### config.mk
export PLATFORM = sky130hd
export DESIGN_NAME = alu_regfile
export DESIGN_NICKNAME = d
export VERILOG_FILES = /design/src/rtl/alu_regfile.sv
export SDC_FILE = /design/constraint.sdc
export NUM_CORES = 2
export LEC_CHECK = 0
export CAP_MARGIN = 5
export CORE_UTILIZATION = 32
export DETAILED_ROUTE_END_ITERATION = 10
export DONT_BUFFER_PORTS = 1
export GPL_ROUTABILITY_DRIVEN = 0
export PLACE_DENSITY = 0.56
export SYNTH_ARGS = -nofsm -noshare
export SYNTH_HDL_FRONTEND = slang
export SYNTH_SLANG_ARGS = --single-unit
### constraint.sdc
create_clock -name clock -period 53.2 [get_ports clock]
set_input_delay 5.32 -clock clock [delete_from_list [all_inputs] [get_ports clock]]
set_output_delay 5.32 -clock clock [all_outputs]
set_load 0.02 [all_outputs]
### src/rtl/alu_regfile.sv
// Register file wrapped around alu32: two combinational read ports, one write port, and a
// registered copy of the ALU status flags. r0 reads as zero; optional write-to-read bypass.
module alu_regfile #(
  parameter int WIDTH  = 32,
  parameter int NREGS  = 32,
  parameter bit BYPASS = 1'b1,
  localparam int ADDR_W = (NREGS > 1) ? $clog2(NREGS) : 1
) (
  input  logic              clock,
  input  logic              reset,
  input  logic [ADDR_W-1:0] rs_num,
  input  logic [ADDR_W-1:0] rt_num,
  output logic [WIDTH-1:0]  rs_data,
  output logic [WIDTH-1:0]  rt_data,
  input  logic [ADDR_W-1:0] rd_num,
  input  logic [WIDTH-1:0]  rd_data,
  input  logic              rd_we,
  input  logic              flag_we,
  input  logic              overflow_in,
  input  logic              zero_in,
  input  logic              negative_in,
  output logic [2:0]        flags_out
);

  localparam logic [ADDR_W:0] NREGS_W = (ADDR_W + 1)'(NREGS);

  logic [WIDTH-1:0] regs_q [NREGS];
  logic [2:0]       flags_q;
  logic [2:0]       flags_d;
  logic             wr_valid;

  // r0 and indices past the last register are never writable nor readable.
  function automatic logic addr_ok(input logic [ADDR_W-1:0] a);
    return (a != '0) && ({1'b0, a} < NREGS_W);
  endfunction

  // Holding reset also suppresses the bypass path, so reads show zero immediately.
  assign wr_valid = rd_we && !reset && addr_ok(rd_num);

  // Register storage: cleared asynchronously, written on qualified write enables.
  always_ff @(posedge clock or posedge reset) begin
    if (reset) begin
      for (int i = 0; i < NREGS; i++) begin
        regs_q[i] <= '0;
      end
    end else if (wr_valid) begin
      regs_q[rd_num] <= rd_data;
    end
  end

  // Flag capture selection.
  always_comb begin
    flags_d = flags_q;
    if (flag_we) begin
      flags_d = {overflow_in, zero_in, negative_in};
    end else begin
      flags_d = flags_q;
    end
  end

  // Flag register.
  always_ff @(posedge clock or posedge reset) begin
    if (reset) begin
      flags_q <= 3'b000;
    end else begin
      flags_q <= flags_d;
    end
  end

  assign flags_out = flags_q;

  // Read port S.
  always_comb begin
    rs_data = '0;
    if (BYPASS && wr_valid && (rs_num == rd_num)) begin
      rs_data = rd_data;
    end else if (addr_ok(rs_num)) begin
      rs_data = regs_q[rs_num];
    end else begin
      rs_data = '0;
    end
  end

  // Read port T.
  always_comb begin
    rt_data = '0;
    if (BYPASS && wr_valid && (rt_num == rd_num)) begin
      rt_data = rd_data;
    end else if (addr_ok(rt_num)) begin
      rt_data = regs_q[rt_num];
    end else begin
      rt_data = '0;
    end
  end

endmodule

==> flow_summary.toml <==
[status]
status = "finished, final reports clean"

[yosys]
ys_types = 50
avgSynthCellArea_um2 = 14.5
async_reset_ff_share_pct = 100
ys.flop_type = "dfrtp_1"
synth_enable_flop_cells = 0
syn_nets = 3881
yosys_warnings = 0
yosysSeqAreaShare_pct = 46.4
synth-seq-cells = 1027
syn_inst = 3827
syn-cell-area_um2 = 55400

[setup_path]
crit_type = "in2out"
r2r_cells = 1
crit_arrival_ps = 8280
regToRegEndpoint = "flags_out[1]"
end_kind = "primary output"
worstSetupStartpoint = "rs_num[0]"
cp_max_fo = 173
crit_path_end = "rs_data[25]"
r2r-start = "flags_out[1]"
ff2ff_setup_slack_ps = 52350
critPathLaunchType = "input port"
critPathRequiredTime_ps = 47880

[cts]
clock_path_buffers = 3
cts_tree = "built"
root_buffer = "clkbuf_16"
cts_sinks = 1027
ctsHoldBuffers = 0
cts_resized = 0
clkLatencyLatePin_ps = 750
cts_buffers = 117
htreeDepth = 3
post-cts-setup-buffer-count = 0
clkTransAtPathRegs_ps = 60

[place]
dp.cells = 5761
hpwlAfterDp_mm = 97.7
place_ws_ps = 39940
placed_area_um2 = 57100
port_buffers = 0

[sta]
slew_headroom_pct = 28.1
finClkSkew_ps = 0
drv_slew = 0
finalSetupViolCount = 0
worst_pin_slew_ps = 1080
hold_violations = 0
rsz0062_at_grt = "false"
setup-tns-final_ps = 0
max_freq_ghz = 0.0735
fin_crit_ps = 13600
setup_slack_ps = 39600
post-route-period-util_pct = 25.6

[power_and_ir_drop]
p_sw_mw = 0.538
swShare_pct = 25.3
intPower_mw = 1.59
max-vdd-ir-drop_mv = 0.0310
power_leakage_nw = 26.9
clkPwrFrac_pct = 40.5
power_frac_seq_pct = 45.0
combPwrFrac_pct = 14.5
cellPowerDensity_nw_per_um2 = 34.7

[layout]
fin_nets = 3624
fin_cells = 5976
fill_cells = 16400
multi_input_area_um2 = 27900
drive_gt1_share_pct = 49.2
final_common_cell = "mux2_2"
final_cell_mix = "mux2_2 (1,087), dfrtp_1 (1,027), mux4_2 (404), mux2i_1 (210), clkbuf_16 (118)"
seq_area_um2 = 25700
final_area_um2 = 61100
area_growth_pct = 10.4
utilization_pct = 35.6

[floorplan]
initial_utilization_pct = 32.2
io-pin-count = 121
core_area_um2 = 172000
dieArea_um2 = 175000
die_h_um = 418
row_count = 152
die-width_um = 418

[routing]
postRouteAntennaNets = 0
num_vias = 34800
dr_wl_met2_mm = 91.2
drt_first_iter_violations = 2871
wl_mm = 186
wl_per_cell_um = 31.1
top_layer = "met4"
first_pass_iters = 5
wl_met1_mm = 76.1
via_per_inst = 5.82
drc_errors = 0
dr_wl_met3_mm = 11.5

[grt]
grt_start_max_net_pins = 283
antenna_found_initial = 1
overflow = 0
grt_pass1_vias = 36100
grt_first_pass_wirelength_mm = 269
grt_usage_pct = 21.2

[worst_hold_path]
hold_path.class = "reg2reg"
min_path_cells = 0

[flow_run]
maxCapViolCount = 0
-- power groups by stage --
stage	sequential, mW	combinational, mW	clock [mW]
after detailed placement	0.966	0.310	0
final	0.954	0.309	0.860
after floorplan	0.945	0.281	0
after global routing	0.968	0.330	0.906
after global placement	0.961	0.305	0
after CTS	0.952	0.311	0.874
-- worst max-delay path, cell delays in order --
cell	delay, ps
nor2b_4	770
buf_4	550
a22o_1	230
o31ai_1	70
a21oi_1	200
o21ai_0	360
buf_4	290
-- layout make-up --
class | instances | area share, %
clock inverter | 44 | 1.00
antenna | 1 | 0.00409
multi-input combinational | 2356 | 45.7
sequential | 1027 | 42.0
tap | 2310 | 4.73
clock buffer | 170 | 5.66
inverter | 2 | 0.0246
timing repair buffer | 66 | 0.872
-- synth_stat cells, types with 2 or more instances --
cell      number  area, um^2
mux2_2      1087       12200
dfrtp_1     1027       25700
mux4_2       404        9100
clkbuf_1     217         815
mux2i_1      210        2100
buf_2        133         666
nand2_1       76         285
a22oi_1       75         563
o22ai_1       71         444
a21oi_1       61         305
buf_1         60         225
a22o_1        56         490
nor2_1        36         135
nor2b_1       33         206
nand3_1       29         145
nor4_1        29         181
a211oi_1      25         188
buf_4         22         165
o211ai_1      17         128
a221o_1       16         160
a32o_1        14         140
o21ai_0       14        70.1
nand4_1       13        81.3
o22a_1        13         114
o31ai_1       13        97.6
buf_6         10         113
nor4b_1        9        78.8
xor2_1         8        70.1
nand3b_1       6        45.0
and2_1         5        31.3
nor3b_1        5        37.5
nand2b_1       4        25.0
nor3_1         4        20.0
or2_2          3        18.8
or3_1          3        18.8
or3b_2         3        26.3
a31oi_1        2        12.5
xnor2_1        2        17.5
-- cell families after synthesis --
logic type,count (synthesis),synth area share [%]
xor gates and xnor gates,10,0.158
AOI/OAI and AO/OA,381,4.96
muxes,1701,42.3
buffers and inverters,444,3.60
DFF,1027,46.4
and+or+nand+nor,264,2.52
-- how the worst min path moves through the flow --
stage / slack [ps] / startpoint / end
floorplan: 420 / regs_q[1022] / regs_q[1022]
global placement: 370 / regs_q[1022] / regs_q[1022]
detailed placement: 380 / regs_q[1022] / regs_q[1022]
CTS: 390 / regs_q[1022] / regs_q[1022]
global route: 400 / regs_q[1004] / regs_q[1004]
finish: 390 / regs_q[1022] / regs_q[1022]
-- through the flow --
step                power, mW  hold slack, ps
finish                   2.12             391
detailed placement       1.28             375
CTS                      2.14             390
global placement         1.27             367
floorplan                1.23             425
global route             2.20             400
-- registers in the layout (all words and copies together) (netlist names) --
name and flops:
regs_q 1024, flags_out 3
-- metal layers --
metal,GRT usage (%),vias to the layer above
met4,7.13,0
met1,27.0,19100
met3,4.38,327
li1,-,14300
met2,35.9,1139
met5,0,-
Power figures use the tool's default switching activity.
